[config.mk]
export PLATFORM = sky130hd
export DESIGN_NAME = fifo_wr_packer
export DESIGN_NICKNAME = d
export VERILOG_FILES = /design/src/rtl/fifo_pkg.sv /design/src/rtl/fifo_wr_packer_sat_cnt.sv /design/src/rtl/fifo_wr_packer.sv
export SDC_FILE = /design/constraint.sdc
export NUM_CORES = 1
export LEC_CHECK = 0
export CAP_MARGIN = 0
export CORE_MARGIN = 2
export CORE_UTILIZATION = 44
export DETAILED_ROUTE_END_ITERATION = 7
export HOLD_SLACK_MARGIN = 0.05
export PLACE_DENSITY = 0.75
export SYNTH_ARGS = -nofsm -noshare
export SYNTH_HDL_FRONTEND = slang
export SYNTH_SLANG_ARGS = --single-unit
[constraint.sdc]
create_clock -name clk -period 1.76 [get_ports clk]
set_input_delay 0.44 -clock clk [delete_from_list [all_inputs] [get_ports clk]]
set_output_delay 0.44 -clock clk [all_outputs]
set_load 0.02 [all_outputs]
[src/rtl/fifo_pkg.sv]
// Shared constants and helpers for the 8-bit synchronous FIFO and its write-side packer.
package fifo_pkg;

  localparam int FIFO_WIDTH = 8;
  localparam int PACK_RATIO = 4;

  // Bit offset of lane k inside a packed word built from w-bit beats.
  function automatic int lane_lsb(input int k, input int w);
    return k * w;
  endfunction

endpackage

[src/rtl/fifo_wr_packer_sat_cnt.sv]
// Saturating increment counter: counts up on inc_i and sticks at all-ones.
module sat_cnt #(
  parameter int W = 16
) (
  input  logic         clk,
  input  logic         rst_n,
  input  logic         inc_i,
  output logic [W-1:0] cnt_o
);

  logic [W-1:0] cnt_q;

  always_ff @(posedge clk or negedge rst_n) begin
    if (!rst_n) begin
      cnt_q <= '0;
    end else if (inc_i && !(&cnt_q)) begin
      cnt_q <= cnt_q + W'(1);
    end
  end

  assign cnt_o = cnt_q;

endmodule

[src/rtl/fifo_wr_packer.sv]
// Packs RATIO narrow IN_W-bit beats into one OUT_W-bit FIFO write, holding the word while wfull.
// Build option: define PACKER_FLUSH_EN to let in_last close a partial word (upper lanes zero).
module fifo_wr_packer
  import fifo_pkg::*;
#(
  parameter int IN_W   = 2,
  parameter int RATIO  = PACK_RATIO,
  parameter int OUT_W  = FIFO_WIDTH,
  parameter int STAT_W = 16
) (
  input  logic              clk,
  input  logic              rst_n,
  input  logic              in_valid,
  output logic              in_ready,
  input  logic [IN_W-1:0]   in_data,
  input  logic              in_last,
  output logic              winc,
  output logic [OUT_W-1:0]  wdata,
  input  logic              wfull,
  output logic [STAT_W-1:0] words_wr
);

  localparam int CNT_W = $clog2(RATIO);

  if (RATIO < 2 || OUT_W != IN_W * RATIO) begin : g_param_err
    $error("fifo_wr_packer: need RATIO >= 2 and OUT_W == IN_W*RATIO");
  end

  logic [OUT_W-1:0] acc_q, acc_d;
  logic [CNT_W-1:0] cnt_q, cnt_d;
  logic             word_vld_q, word_vld_d;
  logic             accept;
  logic             wr_done;
  logic             close_word;

  assign in_ready = !word_vld_q || !wfull;
  assign accept   = in_valid && in_ready;
  assign wr_done  = word_vld_q && !wfull;

`ifdef PACKER_FLUSH_EN
  assign close_word = (cnt_q == CNT_W'(RATIO - 1)) || in_last;
`else
  logic unused_in_last;
  assign unused_in_last = in_last;
  assign close_word     = (cnt_q == CNT_W'(RATIO - 1));
`endif

  // A completed write always leaves cnt at 0, so a same-cycle beat naturally lands in lane 0.
  always_comb begin
    acc_d      = acc_q;
    cnt_d      = cnt_q;
    word_vld_d = word_vld_q;
    if (wr_done) begin
      acc_d      = '0;
      word_vld_d = 1'b0;
    end
    if (accept) begin
      acc_d[lane_lsb(int'(cnt_q), IN_W) +: IN_W] = in_data;
      if (close_word) begin
        cnt_d      = '0;
        word_vld_d = 1'b1;
      end else begin
        cnt_d = cnt_q + CNT_W'(1);
      end
    end
  end

  always_ff @(posedge clk or negedge rst_n) begin
    if (!rst_n) begin
      acc_q      <= '0;
      cnt_q      <= '0;
      word_vld_q <= 1'b0;
    end else begin
      acc_q      <= acc_d;
      cnt_q      <= cnt_d;
      word_vld_q <= word_vld_d;
    end
  end

  assign winc  = word_vld_q;
  assign wdata = acc_q;

  sat_cnt #(
    .W (STAT_W)
  ) u_words_wr (
    .clk   (clk),
    .rst_n (rst_n),
    .inc_i (wr_done),
    .cnt_o (words_wr)
  );

endmodule

# [After elaboration in Yosys (flattened, before gate mapping)]
# Index checks and enable logic that the tools add are counted.
[word_totals] regBits=27 inputBits=7 output_inout_bits=26 wordCells=25
[op_classes] addsub=3 eq_ne=1 shift=2 muxes=7 reduce_logical=8
[op_table] op="3-bit negation with 33-bit output" count=1
[op_table] op="2-bit by 33-bit variable shift with 8-bit output (first input constant)" count=1
[op_table] op="2-bit by 33-bit variable part select with 8-bit output" count=1
[op_table] op="16-bit by 1-bit adder with 16-bit output (second input constant)" count=1
[op_table] op="8-bit 2-to-1 mux" count=2
[op_table] op="16-bit AND reduction" count=1
[op_table] op="8-bit bitwise mux" count=1
[op_table] op="1-bit logical AND" count=3
[op_table] op="1-bit logical NOT" count=3
[op_table] op="1-bit 2-to-1 mux" count=3
[op_table] op="2-bit by 1-bit adder with 2-bit output (second input constant)" count=1
[op_table] op="2-bit == test (second input constant)" count=1
[op_table] op="2-bit 2-to-1 mux" count=1
[op_table] op="1-bit logical OR" count=1

# [Longest topological paths before layout]
# Gate-level depths: netlist of run 1.
[logic_depth] ltp_word=5 depth_mapped=5 mapped_depth_nobuf=5

# [Cells and area by module]
# From an unflattened synthesis of run 1, not the netlist that was laid out.
[hier_totals] cells_unflattened=136 hier_area_um2=1460.2
[by_module_without_submodules] mod="sat_cnt" instances=1 cells_each=75 area_each_um2=840.8 seq_area_each_um2=400.4
[by_module_without_submodules] mod="fifo_wr_packer" instances=1 cells_each=61 area_each_um2=619.3 seq_area_each_um2=275.3

# [Worst setup path after synthesis of run 1]
# OpenSTA, ideal clock, no wires.
[synth_timing] kind="flip-flop to flip-flop" from="register u_words_wr.cnt_q[0] (netlist: u_words_wr.cnt_o[0])" to="register u_words_wr.cnt_q[1] (netlist: u_words_wr.cnt_o[1])" setup_ps=125 t_arrival_ps=1797 t_required_ps=1635 setup_slack_ps=-162 stages_incl_launch_ff=6 path_buffers=0 synth_period_minus_slack_ps=1922 path_cell_list="dfrtp_1 > ha_1 > nand3_1 > nor4_4 > nor2_2 > mux2_4"
[synth_via] elab_chain_len=3 elab_cells_between_ends=4 classes_between="add/sub: 1; reduce/logical: 3"
[synth_rtl] element="start: declaration" line="fifo_wr_packer_sat_cnt.sv:11" text="logic [W-1:0] cnt_q;"
[synth_rtl] element="start signal: assignment" line="fifo_wr_packer_sat_cnt.sv:17" text="cnt_q <= cnt_q + W'(1);"
[synth_rtl] element="parallel branches: the longest is 3 deep, another holds 16-bit by 1-bit adder with 16-bit output"
# Parallel ways; which one is timed is not known.
# A chain may end at the register's enable or synchronous reset.

# [Final worst setup path of run 1]
[layout_timing] from="input wfull" to="register u_words_wr.cnt_q[13] (netlist: u_words_wr.cnt_o[13])"
[layout_via] elab_chain_len=3
[layout_rtl] element="start: declaration" line="fifo_wr_packer.sv:19" text="input logic wfull,"
[layout_rtl] element="1-bit logical NOT" line="fifo_wr_packer.sv:38" text="assign wr_done = word_vld_q && !wfull;"
[layout_rtl] element="1-bit logical AND" line="fifo_wr_packer.sv:38"
[layout_rtl] element="1-bit logical AND" line="fifo_wr_packer_sat_cnt.sv:16" text="end else if (inc_i && !(&cnt_q)) begin"
# Every way passes these cells.

==> results of run 1 <==
[registers in the layout (all words and copies together) (netlist names)]
| name | count |
|---|---|
| u_words_wr.cnt_o | 16 |
| cnt_q | 2 |
| winc | 1 |
| wdata | 8 |
[cells in the final DEF (no fill, tap or decap), types with 2 or more instances in the layout]
master,n
nand2_1,23
dfrtp_1,23
dlygate4sd2_1,18
nand3_1,11
o21ai_0,11
xor2_1,10
buf_4,8
ha_1,7
dlymetal6s2s_1,7
nor3_1,5
nor2_1,5
clkdlybuf4s50_1,5
xnor2_1,4
dfrtp_2,4
inv_1,3
nand4_1,3
clkbuf_4,3
nor3b_1,2
[worst min path at each step]
stage                                                  end  slack, ns  cells past startpoint
after floorplan                       cnt_q[0]$_DFFE_PN0N_       0.14                      0
after global placement     u_words_wr.cnt_o[0]$_DFFE_PN0P_       0.48                      1
after detailed placement   u_words_wr.cnt_o[0]$_DFFE_PN0P_       0.49                      1
after CTS                  u_words_wr.cnt_o[3]$_DFFE_PN0P_       0.47                      2
after global routing      u_words_wr.cnt_o[14]$_DFFE_PN0P_       0.49                      2
final                                 cnt_q[1]$_DFFE_PN0N_       0.47                      2
[cell type report]
class                           instances  area [µm²]
Sequential cell                        27         681
Clock buffer                            4        26.3
Inverter                                3        11.3
Tap cell                               44        55.1
Fill cell                             270        1190
Multi-Input combinational cell        102         728
Timing Repair Buffer                   39         360
[repair_timing]
item	CTS	global route
resized for setup	24	9
pin swaps	1	0
endpoints found under the setup margin	22	11
hold buffers	0	0
[logic make-up after synthesis]
family                     count (synthesis)
AOI/OAI and AO/OA                         14
xor gates and xnor gates                  14
adders and majority gates                  7
buffers and inverters                      4
DFF                                       27
muxes                                      2
and+or+nand+nor                           65
[layer usage]
| layer | vias to the layer above | wire length (µm) |
|---|---|---|
| met4 | 0 | 12 |
| li1 | 551 | - |
| met3 | 2 | 101 |
| met5 | - | 0 |
| met2 | 22 | 1500 |
| met1 | 533 | 1240 |
[where the power goes]
part / switching (W) / leakage, nW / total, W / internal [W]
registers: 0.000103 / 0.356 / 0.000846 / 0.000743
clock network: 0.000175 / 0.0150 / 0.000263 / 0.0000885
logic: 0.000459 / 0.654 / 0.000806 / 0.000347
total: 0.000737 / 1.03 / 0.00192 / 0.00118
[synth_stat cells (2+ instances only)]
cell type,instances
dfrtp_1,27
nand2_1,23
nand3_1,11
o21ai_0,11
xor2_1,10
ha_1,7
nor2_1,5
nor3_1,5
xnor2_1,4
inv_1,3
nand4_1,3
nor3b_1,2
nor4b_2,2
nor4bb_1,2
[critical path: stages]
cell and delay (ns):
clkdlybuf4s50_1 0.44, nand2b_4 0.17, or4_4 0.48, nor4b_2 0.32, xor2_1 0.16
[through the flow]
step	utilization	instances	cell area, µm²
6_report	0.610	219	1860
4_1_cts	0.604	219	1840
3_5_place_dp	0.599	215	1830
2_1_floorplan	-	133	1410
3_3_place_gp	0.599	215	1830
5_1_grt	0.610	219	1860
==> flow_metrics.py, run 1 <==
metrics = {
    "cts": {
        "root_buffer": "clkbuf_4",
        "htreeDepth": 1,
        "insertion_delay_ns": 0.31,
        "cts_setup_buffers": 0,
        "cts_tree": "done",
        "cts_buffers": 3,
        "clk_path_buf_depth": 2,
        "cts.clk_slew.worst_paths_ns": 0.14,
        "cts.sinks": 27,
    },
    "placement": {
        "io_buffers": 31,
        "dp_slack_ns": -0.417,
        "routabilityCongestion": 0.748,
        "dp_hpwl_mm": 2.17,
    },
    "power_and_ir_drop": {
        "p_leak_nw": 1.03,
        "power_density_nw_per_um2": 1030,
        "ir_worst_vdd_mv": 0.670,
        "power_w": 0.00192,
    },
    "timing": {
        "fin_crit_ns": 1.76,
        "skew_ns": 0.00388,
        "fmax_mhz": 567,
        "fin_tns_setup_ns": -0.00421,
        "hold_violations": 0,
        "timing.final.ws_setup_ns": -0.00421,
        "hold_ws_ns": 0.472,
        "setup_violations": 1,
        "maxSlewViolCount": 0,
        "fin_crit_sh": 1.00,
        "relSlewSlack": 0.737,
        "worstMarginPinSlew_ns": 0.389,
        "rsz0062_at_grt": "yes",
    },
    "synth": {
        "synth_edf_count": 0,
        "synth_mux_area_frac": 0.0187,
        "ys_seq_area_frac": 0.481,
        "synth_area_leader_cell": "dfrtp_1",
        "synthTopCellsByArea": "dfrtp_1 48%, ha_1 6.2%, xor2_1 6.2%",
        "synth_ff_type": "dfrtp_1",
        "synth-xor-area-share": 0.0873,
        "syn_inst": 133,
        "synth_top_family_by_area": "simple AND/OR/NAND/NOR gates",
        "ys_types": 32,
        "syn-num-nets": 147,
        "ys_ff_latch": 27,
        "synth_async_sr_flop_share": 1.00,
        "synth_compound_area_frac": 0.0561,
        "synthesis.area_um2": 1400,
        "yosysWarnings": 0,
        "synth_top_cell_area_share": 0.481,
        "yosys.area_share.simple": 0.283,
        "synth_area_per_cell_um2": 10.6,
        "synthAdderAreaFrac": 0.0624,
    },
    "route": {
        "vias_per_cell": 5.06,
        "drc": 0,
        "routed_wl_mm": 2.85,
        "dr.pass1.iters": 4,
        "ant_nets": 0,
        "vias": 1108,
        "wl_per_cell_um": 13.0,
        "drt-initial-drc-count": 20,
    },
    "floorplan": {
        "die_area_um2": 3660,
        "initial_core_util": 0.460,
        "core_um2": 3050,
        "dieHeight_um": 60.5,
        "dieWidth_um": 60.5,
        "rows": 20,
        "num_io_pins": 33,
    },
    "setup_path": {
        "cp_max_fo": 5,
        "critPathCapture": "u_words_wr.cnt_o[13]$_DFFE_PN0P_",
        "crit_required_ns": 2.01,
        "r2r_cells": 4,
        "start_kind": "primary input",
        "worstReg2RegEnd": "u_words_wr.cnt_o[13]$_DFFE_PN0P_",
        "crit_path_end_kind": "register",
        "startpoint": "wfull",
        "arrival_ns": 2.02,
        "r2r_slack_ns": 0.04,
        "crit_type": "in -> reg",
        "r2r-start": "u_words_wr.cnt_o[4]$_DFFE_PN0P_",
    },
    "layout": {
        "drive_above_1_share": 0.154,
        "syn2layout_area_growth_pct": 32.6,
        "nNetsFinal": 190,
        "diodes": 0,
    },
    "min_path": {
        "min_path_type": "in -> async",
    },
    "run_status": {
        "outcome": "finished, violations left",
        "violations": "negative setup slack",
    },
    "global_routing": {
        "grt_use_met2": 0.314,
        "grt_pass1_wl_mm": 4.75,
        "grt_usage": 0.172,
        "grt_use_met3": 0.0256,
        "use_met1": 0.213,
        "antenna_found_initial": 0,
        "grt_pass1_vias": 1071,
        "grt_overflow_total": 0,
        "grt-busiest-layer": "met2",
        "grt_max_degree": 28,
    },
    "job": {
        "drv_cap": 0,
    },
}
Power figures use the tool's default switching activity.
==> inputs of run 2 (changes only) <==
--- a/config.mk
+++ b/config.mk
@@ -6,6 +6,7 @@
 export NUM_CORES = 1
 export LEC_CHECK = 0
 export CAP_MARGIN = 0
+export CORE_ASPECT_RATIO = 0.8
 export CORE_MARGIN = 2
 export CORE_UTILIZATION = 44
 export DETAILED_ROUTE_END_ITERATION = 7
==> flow_metrics.py, run 2 (synthesis results as in run 1) <==
metrics = {
    "floorplan": {
        "dieHeight_um": 54.5,
        "die_area_um2": 3660,
        "core_um2": 3060,
        "dieWidth_um": 67.2,
        "num_io_pins": 33,
        "rows": 18,
        "initial_core_util": 0.458,
    },
    "power_and_ir_drop": {
        "p_leak_nw": 0.953,
        "ir_worst_vdd_mv": 0.723,
        "switching_power_w": 0.000802,
        "power.internal_w": 0.00132,
        "pwr-share-comb": 0.424,
        "p_seq_frac": 0.405,
        "swShare": 0.378,
        "pwr-share-clk": 0.171,
        "power_density_nw_per_um2": 1080,
    },
    "setup_path": {
        "r2r-start": "u_words_wr.cnt_o[3]$_DFFE_PN0P_",
        "worstPathCellList": "clkdlybuf4s50_1",
        "slowest_stage": "clkdlybuf4s50_1",
        "critPathBufInv": 1,
        "arrival_ns": 1.28,
        "start_kind": "register",
        "crit_required_ns": 1.32,
        "crit_family": "buffers and inverters",
        "crit_path_end_kind": "output pin",
        "cp_max_fo": 4,
        "crit_type": "reg -> out",
        "startpoint": "u_words_wr.cnt_o[0]$_DFFE_PN0P_",
        "max_stage_delay_ns": 0.61,
    },
    "placement": {
        "dp_hpwl_mm": 2.38,
        "routabilityCongestion": 0.877,
        "place_inst": 216,
        "io_buffers": 31,
    },
    "timing": {
        "fin_crit_sh": 0.980,
        "fin_crit_ns": 1.72,
        "rsz0062_at_grt": "no",
        "setup_violations": 0,
        "maxSlewViolCount": 0,
        "relSlewSlack": 0.739,
        "skew_ns": 0.00332,
        "hold_violations": 0,
        "fmax_mhz": 580,
        "worstMarginPinSlew_ns": 0.386,
    },
    "layout": {
        "layout_common_cells": "23 x nand2_1, 22 x dfrtp_1, 16 x buf_4",
        "final_util": 0.638,
        "diodes": 0,
        "syn2layout_area_growth_pct": 39.3,
        "drive_above_1_share": 0.197,
        "stdcell_count": 223,
        "layout_commonest_cell": "nand2_1",
        "nNetsFinal": 198,
        "largest_register_ffs": 16,
    },
    "cts": {
        "clk_path_buf_depth": 2,
        "cts.sinks": 27,
        "cts_tree": "done",
        "insertion_delay_ns": 0.27,
        "htreeDepth": 1,
        "root_buffer": "clkbuf_8",
        "cts_buffers": 3,
        "cts.clk_slew.worst_paths_ns": 0.09,
    },
    "route": {
        "vias": 1168,
        "wl_per_cell_um": 14.5,
        "dr.pass1.iters": 4,
        "drt-initial-drc-count": 67,
        "ant_nets": 0,
        "vias_per_cell": 5.24,
        "drc": 0,
        "routed_wl_mm": 3.23,
    },
    "global_routing": {
        "grt_max_degree": 28,
        "antenna_found_initial": 0,
        "grt_overflow_total": 0,
        "grt_usage": 0.192,
        "grt_pass1_wl_mm": 5.29,
        "grt_pass1_vias": 1143,
    },
    "min_path": {
        "min_path_type": "reg -> reg",
        "hp-start": "wdata[1]$_DFF_PN0_",
    },
    "job": {
        "drv_cap": 0,
    },
    "run_status": {
        "outcome": "finished clean",
    },
}
-- run 2: changes by cell type in the layout (fill, tap and decap cells not counted), sizes merged --
cell,previous run,this run
dlymetal6s2s,7,2
clkdlybuf4s50,5,15
dlygate4sd2,18,14
buf,9,16
-- run 2: metal layers --
metal,global-route usage,vias to the layer above,share of wire
met2,0.366,37,0.51
met5,0,-,0
met1,0.226,562,0.43
met4,0.0374,0,0.0084
li1,-,567,-
met3,0.0391,2,0.051
-- run 2: final timing paths --
path,to,slack (ns),cells after the start
worst max-delay path,words_wr[0],0.04,1
worst min-delay path,wdata[1]$_DFF_PN0_,0.50,2
worst max register to register,u_words_wr.cnt_o[15]$_DFFE_PN0P_,0.06,4
worst min register to register,wdata[1]$_DFF_PN0_,0.50,2
max in group asynchronous,u_words_wr.cnt_o[0]$_DFFE_PN0P_,0.93,2
min in group asynchronous,u_words_wr.cnt_o[6]$_DFFE_PN0P_,0.54,2
-- run 2: area by class of cell --
| cell class | instances | area (µm²) |
|---|---|---|
| Inverter | 3 | 11.3 |
| Tap cell | 40 | 50.0 |
| Sequential cell | 27 | 682 |
| Clock buffer | 4 | 45.0 |
| Multi-Input combinational cell | 102 | 749 |
| Fill cell | 270 | 1110 |
| Timing Repair Buffer | 47 | 418 |
-- run 2: power by group through the flow --
stage,Sequential [W],Clock (W),Combinational (W)
after global placement,0.000856,0,0.000848
after global routing,0.000880,0.000396,0.000976
after detailed placement,0.000865,0,0.000885
final,0.000859,0.000362,0.000900
after CTS,0.000852,0.000371,0.000873
after floorplan,0.000981,0,0.000369
-- run 2: per-stage QoR --
stage / hold slack, ns / area [µm²] / power, W / worst slack, ns / TNS, ns
after global placement: 0.481 / 1860 / 0.00170 / -0.370 / -2.93
after CTS: 0.510 / 1910 / 0.00210 / 0.00963 / 0
after floorplan: 0.144 / 1410 / 0.00135 / 0.00118 / 0
final: 0.503 / 1960 / 0.00212 / 0.0356 / 0
after global routing: 0.536 / 1960 / 0.00225 / 0.000317 / 0
after detailed placement: 0.489 / 1860 / 0.00175 / -0.420 / -3.38
-- run 2: repair_timing --
action	4_1_cts	5_1_grt
pin swaps	3	2
hold buffers	0	0
endpoints found under the setup margin	18	10
resized for setup	17	7
buffers inserted	0	3
==> inputs of run 3 (changes only) <==
--- a/config.mk
+++ b/config.mk
@@ -8,10 +8,10 @@
 export CAP_MARGIN = 0
 export CORE_ASPECT_RATIO = 0.8
 export CORE_MARGIN = 2
-export CORE_UTILIZATION = 44
+export CORE_UTILIZATION = 49
 export DETAILED_ROUTE_END_ITERATION = 7
 export HOLD_SLACK_MARGIN = 0.05
-export PLACE_DENSITY = 0.75
+export PLACE_DENSITY = 0.79
 export SYNTH_ARGS = -nofsm -noshare
 export SYNTH_HDL_FRONTEND = slang
 export SYNTH_SLANG_ARGS = --single-unit
==> constraint.sdc (replaced) <==
create_clock -name clk -period 1.75 [get_ports clk]
set_input_delay 0.4375 -clock clk [delete_from_list [all_inputs] [get_ports clk]]
set_output_delay 0.4375 -clock clk [all_outputs]
set_load 0.02 [all_outputs]
==> flow_metrics.py, run 3 (synthesis results as in run 1) <==
metrics = {
    "layout": {
        "final_util": 0.705,
        "syn2layout_area_growth_pct": 37.9,
        "nFillCells": 210,
        "stdcell_count": 220,
        "largest_register_ffs": 16,
        "layout_commonest_cell": "nand2_1",
        "final_cell_area_um2": 1940,
        "layout_common_cells": "23 x nand2_1, 22 x dlygate4sd2_1, 19 x dfrtp_1",
        "nNetsFinal": 197,
        "diodes": 0,
        "multi_input_area_um2": 757,
        "drive_above_1_share": 0.225,
        "seq_area_um2": 686,
    },
    "setup_path": {
        "arrival_ns": 1.89,
        "r2r-start": "u_words_wr.cnt_o[7]$_DFFE_PN0P_",
        "crit_required_ns": 1.97,
        "r2r_slack_ns": 0.08,
        "cp_max_fo": 7,
        "crit_type": "reg -> reg",
        "startpoint": "u_words_wr.cnt_o[7]$_DFFE_PN0P_",
        "start_kind": "register",
        "crit_path_end_kind": "register",
    },
    "floorplan": {
        "rows": 17,
        "num_io_pins": 33,
        "dieWidth_um": 63.8,
        "die_area_um2": 3310,
        "initial_core_util": 0.512,
        "dieHeight_um": 51.9,
        "core_um2": 2740,
    },
    "route": {
        "wl_per_cell_um": 14.4,
        "vias": 1177,
        "routed_wl_mm": 3.18,
        "vias_per_cell": 5.35,
        "drc": 0,
        "dr.pass1.iters": 4,
        "drt-initial-drc-count": 41,
        "ant_nets": 0,
    },
    "global_routing": {
        "antenna_found_initial": 0,
        "grt_max_degree": 28,
        "grt_overflow_total": 0,
        "grt_pass1_wl_mm": 5.04,
        "grt_usage": 0.198,
        "grt_pass1_vias": 1119,
    },
    "job": {
        "drv_cap": 0,
    },
    "timing": {
        "fin_tns_setup_ns": 0,
        "skew_ns": 0.00106,
        "timing.final.ws_setup_ns": 0.0801,
        "worstMarginPinSlew_ns": 0.390,
        "hold_violations": 0,
        "fin_crit_sh": 0.954,
        "fin_crit_ns": 1.67,
        "relSlewSlack": 0.737,
        "maxSlewViolCount": 0,
        "fmax_mhz": 599,
        "setup_violations": 0,
    },
    "cts": {
        "htreeDepth": 1,
        "cts_buffers": 3,
        "insertion_delay_ns": 0.32,
        "cts.sinks": 27,
        "clk_path_buf_depth": 2,
        "root_buffer": "clkbuf_4",
        "cts.clk_slew.worst_paths_ns": 0.14,
        "cts_tree": "done",
        "ctsHoldBuffers": 0,
    },
    "power_and_ir_drop": {
        "ir_worst_vdd_mv": 0.699,
        "p_leak_nw": 1.02,
        "power_density_nw_per_um2": 1030,
    },
    "min_path": {
        "hp-start": "wfull",
        "min_path_type": "in -> reg",
    },
    "placement": {
        "dp_slack_ns": -0.393,
        "dp_hpwl_mm": 2.28,
        "placed_cell_area_um2": 1830,
        "routabilityCongestion": 0.829,
        "io_buffers": 31,
        "place_inst": 210,
    },
    "run_status": {
        "outcome": "finished clean",
    },
}
## run 3: layout make-up
type	count	area share
multi-input combinational	102	0.391
sequential	27	0.354
timing repair buffer	46	0.210
tap	38	0.0246
clock buffer	3	0.0116
inverter	3	0.00582
clock inverter	1	0.00259
## run 3: worst max-delay path, cell delays in order (launching register included)
cell and delay (ns):
dfrtp_1 0.50, nand4_1 0.22, nor4_4 0.38, buf_4 0.25, nor4b_4 0.06, xor2_1 0.16
## run 3: where the power goes
part,total (W),internal (W),switching [W]
Combinational,0.000882,0.000388,0.000494
Sequential,0.000856,0.000748,0.000107
Clock,0.000263,0.0000857,0.000177
Total,0.00200,0.00122,0.000778
## run 3: path summary, 6_finish.rpt
kind                                               endpoint  depth (start not counted)
max                        u_words_wr.cnt_o[13]$_DFFE_PN0P_                          5
min                                          winc$_DFF_PN0_                          3
max reg2reg                u_words_wr.cnt_o[13]$_DFFE_PN0P_                          5
min reg2reg                 u_words_wr.cnt_o[0]$_DFFE_PN0P_                          1
max in group asynchronous  u_words_wr.cnt_o[10]$_DFFE_PN0P_                          2
min in group asynchronous   u_words_wr.cnt_o[1]$_DFFE_PN0P_                          2
## run 3: metrics by stage
stage	total power, W	hold WS (ns)
after floorplan	0.00136	0.142
after global placement	0.00171	0.487
after detailed placement	0.00176	0.494
after CTS	0.00196	0.476
after global routing	0.00214	0.418
final	0.00200	0.415
## run 3: what timing repair did
| action | CTS | global route |
|---|---|---|
| cloned | 0 | 0 |
| pin swaps | 1 | 4 |
| setup endpoints to repair | 27 | 11 |
| gates resized for setup | 27 | 10 |
| setup buffers | 0 | 6 |
## run 3: per-layer routing
metal  vias up  GRT usage  routed length, µm
met2        33      0.347               1620
met3         6     0.0498                153
li1        573          -                  -
met1       565      0.247               1370
met4         0     0.0471                 35
met5         -          0                  0
